## src/rtl/perf_counter_bank_if.sv

```systemverilog
// Load/store bus between the rv32 core and the performance counter bank.
// The core drives the master side; the counter bank is the slave.
interface perf_bus_if;
  logic        req;
  logic [31:0] addr;
  logic        rw;
  logic [1:0]  size;
  logic [31:0] wdata;
  logic [31:0] rdata;
  logic        rvalid;
  logic        sel;

  modport master (output req, addr, rw, size, wdata, input rdata, rvalid, sel);
  modport slave  (input req, addr, rw, size, wdata, output rdata, rvalid, sel);
endinterface

```

## src/rtl/perf_counter_bank.sv

```systemverilog
// Memory-mapped bank of NUM_CH event counters with enables, sticky overflow, snapshot and irq.
// Optional macro PERFCNT_RD_CLEAR_EN: a live-counter read also zeroes that counter.
module perf_counter_bank #(
  parameter logic [31:0] BASE   = 32'h8000_0000,
  parameter int unsigned NUM_CH = 4,
  parameter int unsigned CNT_W  = 32
) (
  input  logic              clk,
  input  logic              rst_n,
  perf_bus_if.slave         bus,
  input  logic [NUM_CH-1:0] inc_i,
  output logic              irq_o
);

  localparam int unsigned WIN_SZ   = 256;
  localparam logic [5:0]  WI_CTRL  = 6'h00;
  localparam logic [5:0]  WI_OVF   = 6'h01;
  localparam logic [5:0]  WI_MASK  = 6'h02;
  localparam logic [5:0]  WI_SNAP  = 6'h03;
  localparam logic [1:0]  GRP_LIVE = 2'b01;
  localparam logic [1:0]  GRP_SNAP = 2'b10;

  logic [CNT_W-1:0]  cnt_q  [NUM_CH];
  logic [CNT_W-1:0]  cnt_d  [NUM_CH];
  logic [CNT_W-1:0]  snap_q [NUM_CH];
  logic [CNT_W-1:0]  snap_d [NUM_CH];
  logic [NUM_CH-1:0] en_q, en_d;
  logic [NUM_CH-1:0] ovf_q, ovf_d;
  logic [NUM_CH-1:0] mask_q, mask_d;
  logic              glb_q, glb_d;
  logic [31:0]       rdata_q, rdata_d;
  logic              rvalid_q, rvalid_d;
  logic              irq_q, irq_d;

  logic [32:0]       addr_ext_c;
  logic [5:0]        wi_c;
  logic              acc_c, wr_c, rd_c;
  logic [NUM_CH-1:0] evt_c, ovf_set_c, ovf_clr_c;
  logic [31:0]       reg_c, shaped_c;

  // Address decode: 33-bit compare so a window at the top of the map cannot wrap
  assign addr_ext_c = {1'b0, bus.addr};
  assign bus.sel    = (addr_ext_c >= {1'b0, BASE}) &&
                      (addr_ext_c <  ({1'b0, BASE} + 33'(WIN_SZ)));
  assign wi_c       = 6'((bus.addr - BASE) >> 2);
  assign acc_c      = bus.req && bus.sel && (bus.size != 2'b00);
  assign wr_c       = acc_c && bus.rw && (bus.size == 2'b11);
  assign rd_c       = acc_c && !bus.rw;
  assign evt_c      = inc_i & en_q & {NUM_CH{glb_q}};
  assign ovf_clr_c  = (wr_c && (wi_c == WI_OVF)) ? bus.wdata[NUM_CH-1:0] : '0;

  // Register read mux and byte/half lane extraction
  always_comb begin
    reg_c = '0;
    if (wi_c == WI_CTRL)      reg_c = {glb_q, 31'(en_q)};
    else if (wi_c == WI_OVF)  reg_c = 32'(ovf_q);
    else if (wi_c == WI_MASK) reg_c = 32'(mask_q);
    for (int unsigned i = 0; i < NUM_CH; i++) begin
      if (wi_c[5:4] == GRP_LIVE && wi_c[3:0] == 4'(i)) reg_c = 32'(cnt_q[i]);
      if (wi_c[5:4] == GRP_SNAP && wi_c[3:0] == 4'(i)) reg_c = 32'(snap_q[i]);
    end
    case (bus.size)
      2'b01:   shaped_c = 32'(8'(reg_c >> {bus.addr[1:0], 3'b000}));
      2'b10:   shaped_c = 32'(16'(reg_c >> {bus.addr[1], 4'b0000}));
      default: shaped_c = reg_c;
    endcase
  end

  // Next state: bus write beats increment, snapshot takes pre-increment value
  always_comb begin
    cnt_d     = cnt_q;
    snap_d    = snap_q;
    ovf_set_c = '0;
    en_d      = en_q;
    glb_d     = glb_q;
    mask_d    = mask_q;
    for (int unsigned i = 0; i < NUM_CH; i++) begin
      if (wr_c && wi_c[5:4] == GRP_LIVE && wi_c[3:0] == 4'(i)) begin
        cnt_d[i] = bus.wdata[CNT_W-1:0];
      end else begin
`ifdef PERFCNT_RD_CLEAR_EN
        if (rd_c && wi_c[5:4] == GRP_LIVE && wi_c[3:0] == 4'(i)) cnt_d[i] = '0;
`endif
        if (evt_c[i]) begin
          ovf_set_c[i] = &cnt_d[i];
          cnt_d[i]     = cnt_d[i] + CNT_W'(1);
        end
      end
      if (wr_c && wi_c == WI_SNAP) snap_d[i] = cnt_q[i];
    end
    if (wr_c && wi_c == WI_CTRL) begin
      en_d  = bus.wdata[NUM_CH-1:0];
      glb_d = bus.wdata[31];
    end
    if (wr_c && wi_c == WI_MASK) mask_d = bus.wdata[NUM_CH-1:0];
    ovf_d    = (ovf_q & ~ovf_clr_c) | ovf_set_c;
    rvalid_d = rd_c;
    rdata_d  = rd_c ? shaped_c : '0;
    irq_d    = |(ovf_q & mask_q);
  end

  always_ff @(posedge clk or negedge rst_n) begin
    if (!rst_n) begin
      for (int unsigned i = 0; i < NUM_CH; i++) begin
        cnt_q[i]  <= '0;
        snap_q[i] <= '0;
      end
      en_q     <= '0;
      glb_q    <= 1'b0;
      ovf_q    <= '0;
      mask_q   <= '0;
      rdata_q  <= '0;
      rvalid_q <= 1'b0;
      irq_q    <= 1'b0;
    end else begin
      cnt_q    <= cnt_d;
      snap_q   <= snap_d;
      en_q     <= en_d;
      glb_q    <= glb_d;
      ovf_q    <= ovf_d;
      mask_q   <= mask_d;
      rdata_q  <= rdata_d;
      rvalid_q <= rvalid_d;
      irq_q    <= irq_d;
    end
  end

  assign bus.rdata  = rdata_q;
  assign bus.rvalid = rvalid_q;
  assign irq_o      = irq_q;

endmodule

```

## src/flat_wrapper.sv

```systemverilog
// flat-port wrapper written by rule: the top's interface ports become plain ports
module perf_counter_bank_flat 
#(
  parameter logic [31:0] BASE   = 32'h8000_0000,
  parameter int unsigned NUM_CH = 4,
  parameter int unsigned CNT_W  = 32
)
  (clk, rst_n, inc_i, irq_o, bus_req, bus_addr, bus_rw, bus_size, bus_wdata, bus_rdata, bus_rvalid, bus_sel);
  perf_bus_if bus_i ();
  input  logic clk;
  input  logic rst_n;
  input  logic [NUM_CH-1:0] inc_i;
  output logic irq_o;
  input wire logic [$bits(bus_i.req)-1:0] bus_req;
  input wire logic [$bits(bus_i.addr)-1:0] bus_addr;
  input wire logic [$bits(bus_i.rw)-1:0] bus_rw;
  input wire logic [$bits(bus_i.size)-1:0] bus_size;
  input wire logic [$bits(bus_i.wdata)-1:0] bus_wdata;
  output wire logic [$bits(bus_i.rdata)-1:0] bus_rdata;
  output wire logic [$bits(bus_i.rvalid)-1:0] bus_rvalid;
  output wire logic [$bits(bus_i.sel)-1:0] bus_sel;
  assign bus_i.req = bus_req;
  assign bus_i.addr = bus_addr;
  assign bus_i.rw = bus_rw;
  assign bus_i.size = bus_size;
  assign bus_i.wdata = bus_wdata;
  assign bus_rdata = bus_i.rdata;
  assign bus_rvalid = bus_i.rvalid;
  assign bus_sel = bus_i.sel;
  perf_counter_bank #(.BASE(BASE), .NUM_CH(NUM_CH), .CNT_W(CNT_W)) u_core (.clk(clk), .rst_n(rst_n), .bus(bus_i), .inc_i(inc_i), .irq_o(irq_o));
endmodule
```

## config.mk

```make
export PLATFORM = sky130hd
export DESIGN_NAME = perf_counter_bank_flat
export DESIGN_NICKNAME = d
export VERILOG_FILES = /design/src/rtl/perf_counter_bank_if.sv /design/src/rtl/perf_counter_bank.sv /design/src/flat_wrapper.sv
export SDC_FILE = /design/constraint.sdc
export NUM_CORES = 1
export LEC_CHECK = 0
export CAP_MARGIN = 20
export CELL_PAD_IN_SITES_DETAIL_PLACEMENT = 1
export CELL_PAD_IN_SITES_GLOBAL_PLACEMENT = 2
export CORE_ASPECT_RATIO = 1.1
export CORE_UTILIZATION = 38
export DETAILED_ROUTE_END_ITERATION = 16
export GPL_ROUTABILITY_DRIVEN = 0
export MAX_ROUTING_LAYER = met4
export PLACE_DENSITY = 0.89
export SYNTH_ARGS = -nofsm -noshare
export SYNTH_HDL_FRONTEND = slang
export SYNTH_SLANG_ARGS = --single-unit
export TNS_END_PERCENT = 30
```

## constraint.sdc

```tcl
create_clock -name clk -period 2.9 [get_ports clk]
set_input_delay 0.435 -clock clk [delete_from_list [all_inputs] [get_ports clk]]
set_output_delay 0.435 -clock clk [all_outputs]
set_load 0.01 [all_outputs]
```

After elaboration in Yosys (flattened, before gate mapping) --
Cells that the tools add are included.
Operators by class: $add $sub $neg 5, $mul 0, divide/modulo/power cells 0, order comparisons 2, equality and inequality tests 11, shift-type cells 2, mux-type cells 30, bitwise gates (word level) 6, reduce and logical (&&, ||, !) cells 36
Operators with widths (count):
- $mux W32 | 19
- $add A32 B1 Y32 const B | 4
- $reduce_and A32 Y1 | 4
- $pmux W32 S2 | 1
- $ge A32 B32 Y1 const B | 1
- $lt A32 B32 Y1 const B | 1
- $shr A32 B5 Y16 | 1
- $shr A32 B5 Y8 | 1
- $logic_and A1 B1 Y1 | 23
- $and A4 B4 Y4 | 4
- $eq A6 B2 Y1 const B | 2
- $reduce_bool A2 Y1 | 5
- $eq A4 B2 Y1 const B | 2
- $mux W1 | 8
- $mux W4 | 2
- $sub A8 B1 Y8 const B | 1
- $eq A2 B2 Y1 const B | 3
- $eq A6 B1 Y1 const B | 1
- $logic_not A6 Y1 | 1
- $eq A2 B1 Y1 const B | 2
- $eq A4 B1 Y1 const B | 1
- $logic_not A4 Y1 | 1
- $not A4 Y4 | 1
- $or A4 B4 Y4 | 1
- 2 further kinds | 2
Storage, ports and cells: bits in registers 303, latch bits 0, memory bits (writable) 0, ROM bits 0, input bits 74, output and inout port bits 35, logic and storage cells 107, memories 0

Depth between registers and ports, before layout --
Gate-level depths: netlist of run 1.
depth after elaboration 16, mapped depth 11, gate-level depth less buffers 8

Least setup slack after synthesis of run 1 --
No wires, ideal clock.
path kind input -> register, start in bus_addr[4], end reg u_core.rdata_q[2] (netlist: u_core.bus.rdata[2]), setup time 0.075 ns, arrival 2.483 ns, slack 0.343 ns, cell stages on the path 9, path through buf_2 -> or4b_4 -> buf_6 -> o32a_1 -> o311a_1 -> o31a_1 -> o22ai_1 -> a221oi_1 -> o21ai_2
On the way: word-level cells in the longest chain between the ends 16
Ends and longest elaborated chain:
- from (decl) | RTL line flat_wrapper.sv:15 | input wire logic [$bits(bus_i.addr)-1:0] bus_addr;
- $sub A8 B1 Y8 | RTL line perf_counter_bank.sv:45 | assign wi_c = 6'((bus.addr - BASE) >> 2);
- $eq A6 B2 Y1 | RTL line perf_counter_bank.sv:57 | else if (wi_c == WI_MASK) reg_c = 32'(mask_q);
- $mux W4 | RTL line perf_counter_bank.sv:57
- $mux W32 | RTL line perf_counter_bank.sv:56 | else if (wi_c == WI_OVF) reg_c = 32'(ovf_q);
- $mux W32 | RTL line perf_counter_bank.sv:55 | if (wi_c == WI_CTRL) reg_c = {glb_q, 31'(en_q)};
- $mux W32 | RTL line perf_counter_bank.sv:59 | if (wi_c[5:4] == GRP_LIVE && wi_c[3:0] == 4'(i)) reg_c = 32'(cnt_q[i]);
- $mux W32 | RTL line perf_counter_bank.sv:60 | if (wi_c[5:4] == GRP_SNAP && wi_c[3:0] == 4'(i)) reg_c = 32'(snap_q[i]);
- $mux W32 | RTL line perf_counter_bank.sv:59
- $mux W32 | RTL line perf_counter_bank.sv:60
- $mux W32 | RTL line perf_counter_bank.sv:59
- $mux W32 | RTL line perf_counter_bank.sv:60
- $mux W32 | RTL line perf_counter_bank.sv:59
- $mux W32 | RTL line perf_counter_bank.sv:60
- $shr A32 B5 Y16 or $shr A32 B5 Y8 (tied branches) | RTL line perf_counter_bank.sv:64, perf_counter_bank.sv:63
- $pmux W32 S2 | RTL line perf_counter_bank.sv:62 | case (bus.size)
- $mux W32 (*) | RTL line perf_counter_bank.sv:98 | rdata_d = rd_c ? shaped_c : '0;
- via u_core.rdata_d[2] | RTL line perf_counter_bank.sv:31 | logic [31:0] rdata_q, rdata_d;
- to (signal assigned) | RTL line perf_counter_bank.sv:122 | rdata_q <= rdata_d;
- to (decl) | RTL line perf_counter_bank.sv:31
The timed path passes the listed nets; every way through them passes the cells marked *. A chain may end at the register's enable or synchronous reset.

Worst setup path in the final report of run 1 --
start in bus_addr[5], end reg u_core.rdata_q[3] (netlist: u_core.bus.rdata[3])
Same word-level chain as after synthesis.

==> results of run 1 <==
## final timing paths
kind                                                 end  slack (ps)
max in group asynchronous  u_core.snap_q[54]$_DFFE_PN0P_        1540
setup reg to reg            u_core.cnt_q[63]$_DFFE_PN0P_         270
min in group clk           u_core.snap_q[88]$_DFFE_PN0P_         490
setup / recovery           u_core.bus.rdata[3]$_DFF_PN0_          30
hold reg to reg            u_core.snap_q[88]$_DFFE_PN0P_         490
hold / removal              u_core.cnt_q[65]$_DFFE_PN0P_         490
## per-stage QoR
stage	cell area [µm²]	utilization (%)
after floorplan	15710	-
after global placement	18760	46.35
after detailed placement	18760	46.35
after CTS	19960	49.33
after global routing	19960	49.34
final	19970	49.34
## sequential cells by signal, indices dropped and copies added, names as in the netlist
signal / cells
u_core.mask_q: 4
u_core.ovf_q: 4
u_core.glb_q: 1
u_core.irq_o: 1
u_core.cnt_q: 128
u_core.en_q: 4
u_core.snap_q: 128
u_core.bus.rvalid: 1
u_core.bus.rdata: 32
## area by class of cell
cell class	instances	area share (%)
Antenna cell	2	0.02507
Clock buffer	54	5.559
Clock inverter	7	0.4261
Inverter	22	0.4136
Multi-Input combinational cell	1183	38.48
Sequential cell	303	37.98
Tap cell	513	3.215
Timing Repair Buffer	309	13.90
## layer usage
metal / routed length [µm] / vias to the layer above / part of all wire, %
met4: 2750 / 0 / 4.5
li1: - / 6234 / -
met5: 0 / - / 0
met1: 25210 / 7257 / 42
met3: 4234 / 146 / 7.0
met2: 28520 / 596 / 47
## power by group through the flow
stage	Clock (µW)	Combinational, µW	Sequential (µW)
detailed placement	0	507	4300
global route	4840	544	4220
finish	4660	513	4230
global placement	0	499	4300
CTS	4690	512	4230
floorplan	0	129	4310
## worst max-delay path, delay by kind of cell
kind                   cells  cell delay [ps]
buffers and inverters      3              870
AND/OR/NAND/NOR            4             1030
AO/OA/AOI/OAI              3              980
## placed cells by master (no fill, tap or decap), types with 9 or more instances in the layout
master / n
dfrtp_1: 303
inv_1: 22
nor4_1: 10
buf_4: 185
nor3_1: 20
a22oi_1: 29
and3_1: 42
and4_1: 11
nand3b_1: 9
a21oi_1: 142
mux2i_1: 18
clkbuf_8: 12
mux2_2: 128
xor2_1: 78
xnor2_1: 46
nand4_1: 38
nand3_1: 56
nor2b_1: 10
clkdlybuf4s50_1: 105
o22ai_1: 21
o21ai_0: 54
nor2_1: 208
buf_12: 15
nand2_1: 119
clkbuf_16: 37
## logic make-up (layout without fill, tap and decap cells)
group,after synthesis,in the layout
compound gates,339,339
xor+xnor,124,124
fa+ha+maj,8,8
buf+inv,119,392
flops,303,303
mux,147,147
other cells,0,2
simple gates,565,565
==> summary.txt, run 1 <==
Outcome
  • Status: completed

Detailed routing
  • Vias: 14.23k
  • Average vias per placed instance: 5.948
  • Antenna Violating Nets Remaining: 0
  • Initial DRC count: 1269
  • Number of remaining DRC errors: 0
  • Drt total wl: 60710 µm
  • Pre-antenna DRT Iters: 5
  • Wire per inst: 25.37 µm

Timing
  • Fin. Hold Viols: 0
  • Post-route setup slack: 30.15 ps
  • Slew headroom: 46.96%
  • Clk_skew: 12.69 ps
  • Least-Margin Pin Slew: 785.3 ps
  • Min cycle time layout: 2870 ps
  • Max Slew Vio Count: 0
  • # setup viols final: 0
  • WHS: 492.3 ps
  • F_max: 348.5 MHz
  • Crit share post-route: 98.96%
  • RSZ-0062 raised after global routing: no
  • Final TNS setup: 0 ps

Power and ir drop
  • Static Leak: 0.009148 µW
  • Total power: 9396 µW
  • Sequential share of power: 45.0%
  • Pwr dens: 470.6 nW/µm²
  • Switching Power: 2172 µW
  • VDD IR max: 372.4 µV
  • Switching share of power: 23.12%
  • Internal power: 7224 µW
  • Clock power frac: 49.5%
  • Gate power share: 5.5%

Place
  • Post-place setup slack: -428.4 ps
  • Placed instance count: 2329
  • IO Port Bufs: 108
  • DP HPWL: 45520 µm

Synth
  • Post-synth top area share: 48.25%
  • Post-Syn Nets: 1687
  • Sequential area share after synthesis: 48.25%
  • Area leader, netlist: dfrtp_1
  • Synth warn: 0
  • Top_reg_cell synth: dfrtp_1
  • Synth area leaders: dfrtp_1 (48%), mux2_2 (9.2%), nor2_1 (5.0%)
  • Cells after Synth: 1605
  • Syn Std Cell Area: 15710 µm²
  • Post-synth top cells: dfrtp_1 (303), nor2_1 (208), a21oi_1 (142), mux2_2 (128), nand2_1 (124)
  • Main combinational cell family by area after synthesis: simple AND/OR/NAND/NOR gates
  • Adder-Cell Fraction of Synth Area: 0.6370%
  • Synth Area in XOR/XNOR: 6.911%
  • Ys async rst share: 100.0%
  • Synth Area per Inst: 9.791 µm²
  • Netlist cell types: 74
  • Synth Register Bits: 303
  • Number of synthesized flops with an enable pin: 0
  • Simple-gate portion of the synthesized area: 17.15%
  • Top-count cell post-synth: dfrtp_1
  • Synth Area in Compound Gates: 13.51%
  • Mux cell area share after synthesis: 10.46%

Cells and area
  • Layout cell share with drive strength beyond 1: 21.62%
  • Area of the multi-input gates: 7684 µm²
  • Nets@finish: 1935
  • # fillers: 4533
  • Synthesis-to-finish area growth: 27.06%
  • Register area: 7582 µm²
  • Final Non-Filler Cells: 2393

Die
  • I/O Pins: 109
  • Core footprint: 40460 µm²
  • Initial Util: 38.83%
  • Die Area: 42170 µm²
  • Die width: 195.9 µm
  • Die Y: 215.3 µm
  • # rows: 77

Worst setup path
  • Slowest cell on crit path: or4b_1
  • Reg2reg path depth: 7
  • CP Data Required Time: 3360 ps
  • Worst setup SP type: input port
  • Crit-path max FO: 11
  • FF-to-FF Start: u_core.cnt_q[40]$_DFFE_PN0P_
  • Nature of the critical path endpoint: flip-flop
  • Kind of critical path: input port to flip-flop
  • Worst path max stage delay: 650 ps
  • WP data arrival: 3330 ps
  • Worst path cell trace: clkdlybuf4s50_1 > or4b_1 > buf_12 > nor3_2 > buf_4 > nand2_1 > nand4_1 > o221ai_1 > o311ai_0 > o311a_1
  • Crit. Startpoint: bus_addr[5]

Global routing
  • First-pass GRT wire length: 93270 µm
  • Vias in the first global route: 14.95k
  • Grt peak-use layer: met2
  • Global route overflow: 0
  • Initial antenna violation count: 1
  • GRT Util Overall: 30.15%
  • Largest net degree at the start of global routing: 80
  • Met1 usage: 38.66%
  • GR Layer Usage met3: 4.379%
  • GR Util met2: 47.31%

Clocking
  • Latest clock arrival within the worst-skew pair: 530 ps
  • Max Root-Sink Buffers: 3
  • Clock Sinks: 303
  • Clock transition at the registers of the reported paths: 60 ps
  • H-tree levels: 2
  • CTS tree: done
  • Cts bufs inserted: 34
  • Hold Buf Count CTS: 1
  • Clock root buffer: clkbuf_16
  • Setup bufs post-CTS: 0
  • CTS resizes: 0

Worst hold path
  • Worst min path class: input port to async pin

Job
  • Total of max-cap violations: 0
No activity file was read; power rests on OpenSTA's default activity.
==> run 2, diff against run 1 <==
--- a/config.mk
+++ b/config.mk
@@ -14,6 +14,7 @@
 export GPL_ROUTABILITY_DRIVEN = 0
 export MAX_ROUTING_LAYER = met4
 export PLACE_DENSITY = 0.89
+export SETUP_SLACK_MARGIN = 0.3
 export SYNTH_ARGS = -nofsm -noshare
 export SYNTH_HDL_FRONTEND = slang
 export SYNTH_SLANG_ARGS = --single-unit
==> run 2 against run 1 <==
Worst hold slack got worse by 1.4 ps. Clock power barely moved. Critical endpoint is now u_core.bus.rdata[1]$_DFF_PN0_. Critical path type unchanged. Via count rose by 0.33%. Critical path depth rose by 1.
==> summary.txt, run 2 (synthesized netlist as in run 1, its figures left out) <==
Outcome
  • Status: completed

Die
  • Die width: 195.9 µm (unchanged)
  • Initial Util: 38.83% (unchanged)
  • Core footprint: 40460 µm² (unchanged)
  • # rows: 77 (unchanged)
  • I/O Pins: 109 (unchanged)
  • Die Area: 42170 µm² (unchanged)
  • Die Y: 215.3 µm (unchanged)

Detailed routing
  • Vias: 14.28k (+0.33%)
  • Initial DRC count: 1237 (-2.5%)
  • Drt total wl: 61040 µm (+0.53%)
  • Wire per inst: 25.45 µm (+0.32%)
  • Average vias per placed instance: 5.955 (+0.12%)
  • Number of remaining DRC errors: 0 (unchanged)
  • Antenna Violating Nets Remaining: 0 (unchanged)
  • Pre-antenna DRT Iters: 5 (unchanged)

Worst setup path
  • CP Data Required Time: 3340 ps (-20 ps)
  • Worst Path Buf+Inv: 4 (+1)
  • Worst path max stage delay: 630 ps (-20 ps)
  • Worst setup SP type: input port
  • Crit-path max FO: 10 (-1)
  • Kind of cell adding the most delay to the critical path: buffers and inverters
  • Kind of critical path: input port to flip-flop
  • Most common cell on crit path: buf_4
  • WP data arrival: 3020 ps (-310 ps)
  • Worst path cell trace: clkdlybuf4s50_1 > or4b_4 > buf_4 > nor2_1 > buf_4 > a22oi_1 > a31oi_1 > buf_4 > a22o_1 > a21oi_1 > o22ai_1
  • Slowest cell on crit path: or4b_4
  • Nature of the critical path endpoint: flip-flop

Cells and area
  • Final Non-Filler Cells: 2398 (+0.21%)
  • Most frequent cells in the layout: dfrtp_1 (303), nor2_1 (207), buf_4 (189)
  • Layout cell share with drive strength beyond 1: 22.46% (+0.85 points)
  • Utilization of the core after routing: 49.64% (+0.29 points)
  • Synthesis-to-finish area growth: 27.81%
  • Nets@finish: 1940 (+0.26%)
  • Commonest non-fill, non-tap cell in the layout: dfrtp_1

Timing
  • Max Slew Vio Count: 0 (unchanged)
  • Fin. Hold Viols: 0 (unchanged)
  • RSZ-0062 raised after global routing: yes
  • F_max: 387.1 MHz (+11%)
  • Clk_skew: 13.27 ps (+0.5746 ps)
  • WHS: 490.9 ps (-1.400 ps)
  • # setup viols final: 0 (unchanged)
  • Min cycle time layout: 2583 ps (-286.8 ps)
  • Crit share post-route: 89.07% (-9.9 points)
  • Slew headroom: 54.82% (+7.9 points)
  • Least-Margin Pin Slew: 660.6 ps (-124.7 ps)
  • Post-route setup slack: 317.0 ps (+286.8 ps)

Global routing
  • Global route overflow: 0 (unchanged)
  • Largest net degree at the start of global routing: 80 (unchanged)
  • First-pass GRT wire length: 93300 µm (about the same)
  • GRT Util Overall: 30.17% (about the same)
  • Initial antenna violation count: 1 (unchanged)
  • Vias in the first global route: 14.94k (-0.040%)

Power and ir drop
  • Static Leak: 0.009208 µW (+0.65%)
  • VDD IR max: 372.9 µV (+0.14%)
  • Pwr dens: 468.1 nW/µm² (-0.52%)

Clocking
  • Cts bufs inserted: 34 (unchanged)
  • Clock Sinks: 303 (unchanged)
  • Clock transition at the registers of the reported paths: 60 ps (about the same)
  • Latest clock arrival within the worst-skew pair: 540 ps (about the same)
  • CTS tree: done
  • Max Root-Sink Buffers: 3 (unchanged)
  • H-tree levels: 2 (unchanged)
  • Clock root buffer: clkbuf_16

Place
  • DP HPWL: 45520 µm (unchanged)
  • Placed instance count: 2329 (unchanged)
  • Post-place setup slack: -428.4 ps (unchanged)
  • IO Port Bufs: 108 (unchanged)

Job
  • Total of max-cap violations: 0 (unchanged)

Worst hold path
  • Worst min path class: input port to async pin
[run 2: changes by cell type in the layout (fill, tap and decap cells not counted), sizes merged]
cell	change
buf	+5
clkdlybuf4s50	-1
dlymetal6s2s	+1
[run 2: final timing paths]
kind,cells after the start,startpoint,to,slack [ps]
min in group clk,2,u_core.snap_q[88]$_DFFE_PN0P_,u_core.snap_q[88]$_DFFE_PN0P_,490
max in group asynchronous,3,rst_n,u_core.snap_q[54]$_DFFE_PN0P_,1540
worst max register to register,7,u_core.glb_q$_DFFE_PN0P_,u_core.cnt_q[22]$_DFFE_PN0P_,440
worst min register to register,2,u_core.snap_q[88]$_DFFE_PN0P_,u_core.snap_q[88]$_DFFE_PN0P_,490
worst min-delay path,2,rst_n,u_core.cnt_q[65]$_DFFE_PN0P_,490
worst max-delay path,11,bus_addr[6],u_core.bus.rdata[1]$_DFF_PN0_,320
[run 2: layer usage]
metal | track usage (%) | wire [µm] | share of wire (%) | up-vias
li1 | - | - | - | 6244
met1 | 38.66 | 25360 | 42 | 7284
met2 | 47.35 | 28700 | 47 | 607
met3 | 4.410 | 4181 | 6.9 | 145
met4 | 13.36 | 2791 | 4.6 | 0
met5 | - | 0 | 0 | -
[run 2: final cells by class]
class | count | area [µm²]
tap | 513 | 641.9
clock buffer | 54 | 1110
timing repair buffer | 314 | 2819
multi-input combinational | 1183 | 7759
sequential | 303 | 7582
clock inverter | 7 | 85.08
antenna | 2 | 5.005
fill | 4537 | 20380
inverter | 22 | 82.58
[run 2: repair_timing]
action / in CTS / in global routing
resized for setup: 3 / 16
setup endpoints to repair: 5 / 13
pin swaps: 0 / 6
setup buffers: 0 / 5
hold buffers: 1 / 0
endpoints found under the hold margin: 73 / 0
[run 2: where the power goes]
group          total (µW)  internal (µW)  switching, µW
clock network        4650           2800           1850
registers            4230           4230      0.0000234
logic                 522            199            324
total                9400           7230           2170
[run 2: through the flow]
step	power, µW	setup TNS (ps)	area [µm²]
2_1_floorplan	4435	0	15710
3_3_place_gp	4804	-1291	18760
3_5_place_dp	4812	-7777	18760
4_1_cts	9431	0	19970
5_1_grt	9617	0	20080
6_report	9402	0	20080
